===== config.mk =====
export PLATFORM = sky130hd
export DESIGN_NAME = regfile_write_arbiter
export DESIGN_NICKNAME = d
export VERILOG_FILES = /design/src/rtl/regfile_write_arbiter.sv
export SDC_FILE = /design/constraint.sdc
export NUM_CORES = 1
export LEC_CHECK = 0
export ABC_AREA = 1
export CORE_MARGIN = 5
export CORE_UTILIZATION = 44
export DETAILED_ROUTE_END_ITERATION = 8
export PLACE_DENSITY_LB_ADDON = 0.1
export SETUP_SLACK_MARGIN = 0.4
export SYNTH_ARGS = -nofsm -noshare
export SYNTH_HDL_FRONTEND = slang
export SYNTH_SLANG_ARGS = --single-unit

===== constraint.sdc =====
create_clock -name Clk -period 2.8 [get_ports Clk]
set_clock_uncertainty 0.05 [all_clocks]
set_input_delay 0.28 -clock Clk [delete_from_list [all_inputs] [get_ports Clk]]
set_output_delay 0.28 -clock Clk [all_outputs]
set_load 0.05 [all_outputs]

===== src/rtl/regfile_write_arbiter.sv =====
// regfile_write_arbiter
//   Owns the single write port (Load/DR/Bus) of the 8x16 LC-3 register file.
//   Two requesters share the port: A (execute datapath) and B (load/debug unit).
//   A "clear all" sweep writes 0 to R0..R7 on request and takes priority over A/B.
//
//   Build option: define REGARB_FIXED_PRIO_EN to give A strict priority on ties
//   (B can starve while A is held). Default build uses round-robin tie-break.
//
// Ports
//   Clk, Reset             clock (posedge) and asynchronous active-high reset
//   A_Req/A_DR/A_Data      requester A; held stable until A_Gnt
//   A_Gnt                  combinational grant to A (write accepted at the edge)
//   B_Req/B_DR/B_Data      requester B; same rules as A
//   B_Gnt                  combinational grant to B
//   Clear_Req              level request for a clear-all sweep, sampled in IDLE
//   Clear_Busy             high while the sweep FSM is in CLEAR
//   Clear_Done             registered pulse coincident with the final sweep write
//   Load/DR/Bus            registered register-file write enable, index, data
//
// state  | meaning
// IDLE   | arbitrate A/B, or launch a sweep when Clear_Req is high
// CLEAR  | issue one zero write per cycle to R0..R7, no grants

module regfile_write_arbiter #(
  parameter int DATA_W = 16,
  parameter int ADDR_W = 3
) (
  input  logic              Clk,
  input  logic              Reset,
  input  logic              A_Req,
  input  logic [ADDR_W-1:0] A_DR,
  input  logic [DATA_W-1:0] A_Data,
  output logic              A_Gnt,
  input  logic              B_Req,
  input  logic [ADDR_W-1:0] B_DR,
  input  logic [DATA_W-1:0] B_Data,
  output logic              B_Gnt,
  input  logic              Clear_Req,
  output logic              Clear_Busy,
  output logic              Clear_Done,
  output logic              Load,
  output logic [ADDR_W-1:0] DR,
  output logic [DATA_W-1:0] Bus
);

  typedef enum logic [0:0] {
    ST_IDLE  = 1'b0,
    ST_CLEAR = 1'b1
  } state_t;

  localparam logic [ADDR_W-1:0] CNT_LAST = '1;

  state_t            state_q, state_d;
  logic [ADDR_W-1:0] cnt_q, cnt_d;
  logic              load_q, load_d;
  logic [ADDR_W-1:0] dr_q, dr_d;
  logic [DATA_W-1:0] bus_q, bus_d;
  logic              done_q, done_d;
  logic              a_gnt, b_gnt;
  logic              tie_pick_b;

`ifdef REGARB_FIXED_PRIO_EN
  assign tie_pick_b = 1'b0;
`else
  // 1 = most recent accepted grant went to B. Reset value B makes the first
  // tie after reset go to A.
  logic last_b_q;

  always_ff @(posedge Clk or posedge Reset) begin
    if (Reset) begin
      last_b_q <= 1'b1;
    end else if (a_gnt) begin
      last_b_q <= 1'b0;
    end else if (b_gnt) begin
      last_b_q <= 1'b1;
    end
  end

  assign tie_pick_b = ~last_b_q;
`endif

  // Grants are only offered in IDLE with no pending clear; Reset masks them
  // so nothing can be accepted while the block is being reset.
  always_comb begin
    a_gnt = 1'b0;
    b_gnt = 1'b0;
    if (!Reset && state_q == ST_IDLE && !Clear_Req) begin
      if (A_Req && B_Req) begin
        a_gnt = ~tie_pick_b;
        b_gnt = tie_pick_b;
      end else begin
        a_gnt = A_Req;
        b_gnt = B_Req;
      end
    end
  end

  always_comb begin
    state_d = state_q;
    cnt_d   = cnt_q;
    load_d  = 1'b0;
    dr_d    = dr_q;
    bus_d   = bus_q;
    done_d  = 1'b0;
    case (state_q)
      ST_IDLE: begin
        if (Clear_Req) begin
          state_d = ST_CLEAR;
          cnt_d   = '0;
        end else if (a_gnt) begin
          load_d = 1'b1;
          dr_d   = A_DR;
          bus_d  = A_Data;
        end else if (b_gnt) begin
          load_d = 1'b1;
          dr_d   = B_DR;
          bus_d  = B_Data;
        end
      end
      ST_CLEAR: begin
        load_d = 1'b1;
        dr_d   = cnt_q;
        bus_d  = '0;
        cnt_d  = cnt_q + ADDR_W'(1);
        // The edge that issues the last index also leaves CLEAR, so the
        // done pulse lines up with the DR=7 write.
        if (cnt_q == CNT_LAST) begin
          done_d  = 1'b1;
          state_d = ST_IDLE;
        end
      end
      default: state_d = ST_IDLE;
    endcase
  end

  always_ff @(posedge Clk or posedge Reset) begin
    if (Reset) begin
      state_q <= ST_IDLE;
      cnt_q   <= '0;
      load_q  <= 1'b0;
      dr_q    <= '0;
      bus_q   <= '0;
      done_q  <= 1'b0;
    end else begin
      state_q <= state_d;
      cnt_q   <= cnt_d;
      load_q  <= load_d;
      dr_q    <= dr_d;
      bus_q   <= bus_d;
      done_q  <= done_d;
    end
  end

  assign A_Gnt      = a_gnt;
  assign B_Gnt      = b_gnt;
  assign Clear_Busy = (state_q == ST_CLEAR) && !Reset;
  assign Clear_Done = done_q;
  assign Load       = load_q;
  assign DR         = dr_q;
  assign Bus        = bus_q;

endmodule


* Word level (Yosys, flattened, before mapping)
Index checks and enable logic that the tools add are counted.
W data, S select, Z words.
** Word-level totals
- Bits of input ports :: 43
- Output and inout port bits :: 24
- Register bits after elaboration :: 26
- Logic and storage cells :: 47
** Operators by class
- Reduce and logical (&&, ||, !) cells :: 8
- Mux-type cells :: 25
- Eq/ne operators :: 4
- Bitwise logic cells :: 2
- Add/subtract/negate cells :: 1
** Operators with widths (count)
- $mux W16 :: 3
- $pmux W16 S2 :: 1
- $mux W1 :: 13
- $mux W3 :: 4
- $pmux W3 S2 :: 2
- $logic_and A1 B1 Y1 :: 4
- $ne A2 B2 Y1 const B :: 2
- $pmux W1 S2 :: 2
- $add A3 B1 Y3 const B :: 1
- $eq A3 B3 Y1 const B :: 1
- $ne A3 B3 Y1 const B :: 1
- $logic_not A1 Y1 :: 2
- $not A1 Y1 :: 2
- $reduce_and A2 Y1 :: 1
- $reduce_bool A2 Y1 :: 1

* Longest topological paths before layout
Gate-level depths: netlist of run 1.
- Depth in word-level cells :: 8
- Gate-level depth with buffers :: 10
- Depth with buffers taken out :: 8

* Least setup slack after synthesis of run 1
Ideal clock, no wire load.
- Path kind :: input -> output
- From :: input port Reset
- To :: output port B_Gnt
- Data arrival time :: 1.618 ns
- Setup slack :: 0.852 ns
- Cell stages on the path :: 3
- Cell sequence :: inv_2 nand3_4 a21oi_1
** On the way
- Longest elaborated chain between the ends :: 4
** RTL lines
- start, declared :: line 29 : input logic Reset,
- $logic_not A1 Y1 :: line 87 : if (!Reset && state_q == ST_IDLE && !Clear_Req) begin
- $logic_and A1 B1 Y1 (2 in series) :: line 87
- $mux W1 :: line 87
- end, declared :: line 37 : output logic B_Gnt,
No other way between the ends.

* Final worst setup path of run 1
- From :: register state_q
- To :: output port Clear_Busy
** On the way
- Longest elaborated chain between the ends :: 1
** RTL lines
- start, declared :: line 53 : state_t state_q, state_d;
- start signal, assigned :: line 145 : state_q <= state_d;
- $logic_and A1 B1 Y1 :: line 156 : assign Clear_Busy = (state_q == ST_CLEAR) && !Reset;
- end, declared :: line 39 : output logic Clear_Busy,
No other way between the ends.

==> results of run 1 <==
==> final timing paths <==
path | from | slack (ns) | depth (start not counted) | end
setup reg to reg | last_b_q$_DFFE_PP1P_ | 1.22 | 6 | Bus[9]$_DFFE_PP0P_
max in group asynchronous | Reset | 1.94 | 3 | state_q$_DFF_PP0_
min in group Clk | Bus[0]$_DFFE_PP0P_ | 0.45 | 2 | Bus[0]$_DFFE_PP0P_
hold / removal | Reset | 0.24 | 2 | Bus[8]$_DFFE_PP0P_
setup / recovery | state_q$_DFF_PP0_ | 0.61 | 3 | Clear_Busy
hold reg to reg | Bus[0]$_DFFE_PP0P_ | 0.45 | 2 | Bus[0]$_DFFE_PP0P_
==> routing by layer <==
metal	part of all wire, %	GRT usage (%)	vias up
met4	0.27	3.04	0
met1	43	20.3	566
met2	47	27.3	49
li1	-	-	677
met3	9.7	3.66	2
met5	0	0	-
==> worst max-delay path, stage by stage, from the launching register on <==
cell and delay [ns]:
dfrtp_2 0.54, clkinv_4 0.11, nor2_1 0.09, clkdlybuf4s50_1 0.81
==> power groups by stage <==
stage / clock network [uW] / registers, uW / logic [uW]
after floorplan: 0 / 719 / 356
after global routing: 277 / 568 / 803
after CTS: 265 / 552 / 752
final: 256 / 552 / 742
after global placement: 0 / 556 / 740
after detailed placement: 0 / 560 / 748
==> registers in the layout (all words and copies together) (netlist names) <==
name / cells
Load: 1
cnt_q: 3
Clear_Done: 1
state_q: 1
DR: 3
Bus: 16
last_b_q: 1
==> through the flow <==
step | utilization, % | power (uW) | hold WS, ns | cells | cell area, um2
3_3_place_gp | 68.4 | 1300 | 0.413 | 283 | 2120
6_report | 70.2 | 1550 | 0.241 | 287 | 2180
5_1_grt | 70.2 | 1650 | 0.250 | 287 | 2180
3_5_place_dp | 68.4 | 1310 | 0.417 | 283 | 2120
2_1_floorplan | - | 1080 | 0.146 | 178 | 1460
4_1_cts | 70.1 | 1570 | 0.236 | 287 | 2180
==> final cells by class <==
| cell class | instances | area (um2) | share of cell area (%) |
|---|---|---|---|
| Clock buffer | 3 | 22.5 | 1.03 |
| Clock inverter | 1 | 30.0 | 1.38 |
| Inverter | 27 | 106 | 4.89 |
| Multi-Input combinational cell | 119 | 634 | 29.1 |
| Sequential cell | 26 | 653 | 30.0 |
| Tap cell | 44 | 55.1 | 2.53 |
| Timing Repair Buffer | 67 | 676 | 31.0 |
==> kinds of logic after synthesis <==
| logic type | count (synthesis) | synth area share (%) |
|---|---|---|
| fa+ha+maj | 2 | 1.72 |
| buf+inv | 33 | 11.7 |
| flops | 26 | 44.8 |
| compound gates | 22 | 10.6 |
| simple gates | 95 | 31.3 |
==> placed cells by master (no fill, tap or decap), drive strengths merged <==
cell	Yosys	layout
clkdlybuf4s50	0	64
nand2	63	63
inv	26	26
dfrtp	25	25
nor2	20	20
o21ai	17	17
nand3	9	9
nand3b	3	3
clkbuf	0	3
buf	6	3
a22o	2	2
a21oi	2	2
ha	2	2
a21boi	1	1
clkinv	1	1
bufinv	0	1
dfstp	1	1
==> synthesized netlist by cell type <==
cell / number / area share [%]
nand2_1: 55 / 14
dfrtp_1: 25 / 43
inv_1: 24 / 6.2
nor2_1: 18 / 4.6
nand2_2: 6 / 2.6
nand3_1: 6 / 2.1
o21ai_1: 6 / 2.1
o21ai_2: 6 / 3.6
buf_6: 5 / 3.9
o21ai_0: 5 / 1.7
nand3b_1: 3 / 1.5
a21oi_1: 2 / 0.69
a22o_1: 2 / 1.2
ha_1: 2 / 1.7
inv_2: 2 / 0.52
nand2_4: 2 / 1.5
nand3_2: 2 / 1.4
a21boi_4: 1 / 1.3
buf_4: 1 / 0.52
clkinv_4: 1 / 0.60
dfstp_2: 1 / 1.8
nand3_4: 1 / 1.2
nor2_4: 1 / 0.77
nor2_8: 1 / 1.4
==> run summary, run 1 <==
Net switching is 42.0% of the power. The post-synthesis average cell area is 8.18 um2. Counting flops and latches in the post-synthesis netlist gives 26. The worst hold path belongs to the class in -> async. For the area of the die, the log shows 4560 um2. Dividing the detail-routed via count by the number of cells gives 4.51. The run finished with clean final reports. The final critical path takes up 78.3% of the cycle. The number of max-cap violations was 0; the number of setup violations in the final report was 0. In this run, the number of DRC markers left after iteration 0 of detailed routing was 71.

The run gives 47.8% as the part of the total power dissipated in combinational logic. The tools report the maximum achievable frequency as 456 MHz. Once the floorplan was initialized, standard cells occupied 46.9% of the core.

In this run the worst path has a maximum fanout of 8. Input and output buffers added on the ports amount to 66. The logs give 0 for the global-route congestion overflow total and 1.86 ns for the arrival time of the worst setup path. The logs give 2 for the deepest clock path buffer count and 26 for the clock net sink count. The first global-routing pass estimated 5.49 mm of wire.

The initial antenna violation count was 0; the setup slack at placement was 0.718 ns. STA classifies the critical path startpoint as a flip-flop. The count of nets left with antenna violations once routing finished came out at 0. For this design the total switching power over the nets is 652 uW.

STA classifies the critical path endpoint as an output port. The total half-perimeter wirelength after legalization and detailed placement came out at 2.63 mm. The number of global-route vias before repair came out at 1,233.

The height of the die works out to 67.5 um. For the worst-skew pair, the clock arrives at the later sink with an insertion delay of 0.32 ns. The warning count from the yosys run came out at 0. After detailed routing, the average wire length per cell comes to 11.8 um. Fill cells in the final layout number 285. The core region is 3100 um2. In the routed design, unresolved DRC markers number 0. The run gives 0.000371 V as the largest vdd supply drop. For the instance count of the mapped netlist, the log shows 178. The critical path is of the reg -> out type. The logs give 899 uW for the total internal power and 3.39 mm for the final wirelength. Setup repair after global routing left no endpoint under its margin. The transition time of the tightest slew-check pin is 0.520 ns, and the number of rows in the core area is 20. The clock network burns 16.5% of the power. The layout cell share with drive strength beyond 1 was 13.2%.

The number of nets handed over by synthesis was 223. STA puts the critical path data required time at 2.47 ns. The post-synth design cell area was 1460 um2; the depth of the CTS H-tree was 1. The run gives 0 as the antenna diode instance count. 67 I/O pins were placed.

For this design, the CTS-stage hold fixing added 0 buffers. Setup slack on the critical path of the routed design comes to 0.606 ns. The horizontal die dimension was 67.5 um. The max-slew violation count was 0; the post-CTS setup repair buffer count was 0. The maximum number of pins on one net before global-route repair was 36.

The iteration count of the initial detailed-routing pass is 4. Of the synthesized area, sequential elements account for 44.8%. The number of distinct library cells after synthesis is 24. At the end of routability-driven placement, the weighted congestion stood at 0.778.

TritonCTS built the clock tree. The via total after detailed routing is 1,294. The area added between synthesis and finish was 49.5%; the power density relative to cell area was 712 nW/um2. Sequential cells account for 35.6% of the total power.

Clock root buffer: clkbuf_4. Summed over all cells, the static leakage comes to 0.00106 uW. For the number of CTS-inserted buffers, the log shows 3. Global routing used 15.9% of the available tracks across all layers. The clock-pin slew on the worst setup and hold paths works out to 0.14 ns. The run gives 0 ns as the final total negative setup slack.

The hold violation count in the final report was 0. The tools report the worst-case headroom to the max-slew limit as 65.2%. The clock period could shrink to 2.19 ns. Gates resized during post-CTS repair numbered 0. After the last flow step, the layout net total stands at 289.
Note: power is estimated with default switching activity, not from simulation.
==> inputs of run 2 (changes only) <==
- CORE_UTILIZATION: 44 -> 37
- clock period: 2.8 -> 1.9 ns (I/O delays scaled with it)
==> run 2 against run 1 <==
  * Final area up 4.5%
  * Sequential power is 46% higher
  * Die area grew 16%
  * Register-to-register slack got worse by 0.85 ns
  * Critical endpoint is now A_Gnt
  * First-iteration DRC count decreased by 2.8%
  * Global-route usage is 1.5 points lower
  * Non-clock buffer count increased by 6
  * Combinational power grew 50%
  * Total power is 47% higher
  * Critical path depth grew 2
  * Clock power increased by 42%
  * Via count rose by 1.5%
==> run summary, run 2 (same netlist as run 1, synthesis figures left out) <==
The arrival time of the worst setup path is 1.38 ns (-0.48 ns). The starting density of the core came out at 38.9% (-8.0 points). The iteration count of the initial detailed-routing pass is 4 (unchanged). The horizontal die dimension is 72.7 um (+7.7%).

The most common library cell in the layout ignoring fill and taps was nand2_1. The flow ran to the end, and the final reports show no timing, DRC or antenna violations. The layout cell share with drive strength beyond 1 is 17.7% (+4.5 points). The run gives 3.46 mm (+2.2%) as the final wirelength. The logs give 22 (+10%) for the number of rows in the core area and 295 (+2.1%) for the number of nets in the finished design. The clock latency reported for the late side of the worst-skew pair came out at 0.27 ns (-0.05 ns). The number of fill cells was 378 (+33%).

For the antenna diode instance count, the log shows 0 (unchanged). Kind of end point of the critical path: an output port. The clock net sink count was 26 (unchanged); the number of placed I/O pins was 67 (unchanged).

The clock-pin slew on the worst setup and hold paths was 0.09 ns (-0.05 ns). The count of buffers from port buffering came out at 66 (unchanged). The overall global routing resource usage came out at 14.3% (-1.5 points). The share of total power in the clock network was 16.0% (-0.5 points); the total half-perimeter wirelength after legalization and detailed placement was 2.67 mm (+1.3%). The hold violation count in the final report was 0 (unchanged).

For the post-detailed-route DRC marker count, the log shows 0 (unchanged). The number of global-route vias before repair came out at 1,330 (+7.9%). The largest individual stage delay along the critical path comes from the cell dfstp_2.

The number of flip-flops in the largest register works out to 16 (unchanged). The height of the die is 72.7 um (+7.7%), and the depth of the CTS H-tree is 1 (unchanged). The deepest clock path buffer count came out at 2 (unchanged). The total power draw was 2270 uW (+47%).

Number of CTS-inserted buffers: 3 (unchanged). The global-route congestion overflow total was 0 (unchanged). The detailed-route wire length per cell works out to 11.7 um (-1.2%). The worst setup path is launched from a flip-flop. The signal on the critical path passes through inv_2, a21boi_4, nand2_4, clkinvlp_4, buf_12.

The top fanout value on the critical path works out to 4 (-4). Relative to the synthesized area, the layout overhead comes to 56.2%. The worst path needs 1.62 ns of the cycle, external delays included. The area of the die is 5290 um2 (+16%), and the post-route cell area is 2270 um2 (+4.5%). The leakage power is 0.00119 uW (+12%), and the maximum number of pins on one net before global-route repair is 20 (-44%).

The post-route clock period utilization is 85.2%, and the via total after detailed routing is 1,314 (+1.5%). The largest vdd supply drop came out at 0.000358 V (-3.6%). The footprint of the flip-flops and latches is 653 um2 (unchanged). Number of vias per cell after detailed routing: 4.42 (-1.9%). The portion of total power attributed to sequential cells was 35.3% (-0.3 points). The transition time of the tightest slew-check pin was 0.523 ns (+0.00257 ns).

The worst setup path is of the reg -> out kind. TritonCTS built the clock tree. The area occupied by multi-input gates was 652 um2 (+2.8%); the fraction of power spent switching nets was 43.4% (+1.3 points). The net switching component of the power is 987 uW (+51%). Data required time at the worst endpoint: 1.66 ns (-0.81 ns).

The number of max-cap violations was 0 (unchanged); the number of setup violations in the final report was 0 (unchanged). The kind of cell with the highest combined delay along the critical path is flip-flops. The clock root buffer was clkbuf_8. The tools report the placement-stage cell area as 2190 um2 (+3.3%). The power density relative to cell area came out at 1000 nW/um2 (+40%). The worst hold path belongs to the class in -> async. For the part of the total power dissipated in combinational logic, the log shows 48.6% (+0.8 points). For this run, the top clock speed supported by timing is 617 MHz.

The total placed cells including tap cells was 290 (+2.5%). The initial antenna violation count is 0 (unchanged), and the max-slew violation count is 0 (unchanged). The library cells used most frequently in the layout, excluding fill and tap cells, are 55 x nand2_1, 42 x clkdlybuf4s50_1, 24 x dfrtp_1. The setup slack after layout is 0.280 ns (-0.326 ns), and the final total negative setup slack is 0 ns (unchanged). The count of routing violations after the opening detailed-route iteration is 69 (-2.8%).

The setup slack at placement was 0.180 ns (-0.538 ns). The worst-case headroom to the max-slew limit came out at 65.3% (+0.076 points). Remaining antenna violation count after routing: 0 (unchanged). Setup repair after global routing could not meet its margin everywhere. The core outline area is 3740 um2 (+21%), and the critical path buffer and inverter count is 3 (+1).

Quantity of hold-fixing buffers added after cts: 0 (unchanged). The largest incremental delay on the critical path was 0.58 ns (-0.23 ns). The number of standard cells in the final layout excluding fillers was 297 (+3.5%); the total internal power was 1290 uW (+43%). The weighted congestion reported at the end of routability-driven placement was 0.717 (-7.8%); the wire length of the first global-routing pass was 6.02 mm (+9.7%).
## run 2: cell count changes in the layout (fill, tap and decap cells not counted), moves of 4 or more
cell	previous run	this run
dlygate4sd2_1	0	21
clkbuf_8	0	4
buf_12	1	5
clkdlybuf4s50_1	64	42
## run 2: path summary, 6_finish.rpt
path	startpoint	depth (start not counted)	slack, ns	end
min	Reset	3	0.36	Bus[6]$_DFFE_PP0P_
min in group Clk	DR[0]$_DFFE_PP0P_	2	0.43	DR[0]$_DFFE_PP0P_
max in group asynchronous	Reset	3	1.16	state_q$_DFF_PP0_
max reg2reg	last_b_q$_DFFE_PP1P_	8	0.37	Bus[6]$_DFFE_PP0P_
min reg2reg	DR[0]$_DFFE_PP0P_	2	0.43	DR[0]$_DFFE_PP0P_
max	last_b_q$_DFFE_PP1P_	5	0.28	A_Gnt
## run 2: routing by layer
layer	vias to the layer above	part of all wire, %	global-route usage [%]
met4	0	0.66	3.07
met2	40	47	23.6
met3	4	10	4.55
li1	690	-	-
met5	-	0	0
met1	580	42	18.4
## run 2: timing repair
item                       4_1_cts  5_1_grt
setup endpoints to repair       43       19
buffers inserted                 2        1
resized for setup               22       12
pin swaps                        1        1
## run 2: cell type report
class / instances / area share, %
flip-flops and latches: 26 / 28.7
repair buffers: 73 / 32.6
inverters: 27 / 4.95
well taps: 48 / 2.64
clock buffers: 4 / 2.42
multi-input cells: 119 / 28.7
## run 2: tightest hold or removal path: stages
cell	delay, ns
clkdlybuf4s50_1	0.50
inv_2	0.15
buf_4	0.19
## run 2: per-stage QoR
step                util, %  hold WS [ns]
floorplan                 -        0.0559
global placement       58.6         0.413
detailed placement     58.6         0.415
CTS                    59.8         0.365
global route           60.8         0.381
finish                 60.8         0.358
## run 2: power groups by stage
stage	Combinational (uW)	Clock, uW	Sequential (uW)
5_1_grt	1210	402	827
3_3_place_gp	1120	0	823
2_1_floorplan	526	0	1060
6_report	1110	364	804
4_1_cts	1110	372	802
3_5_place_dp	1130	0	827
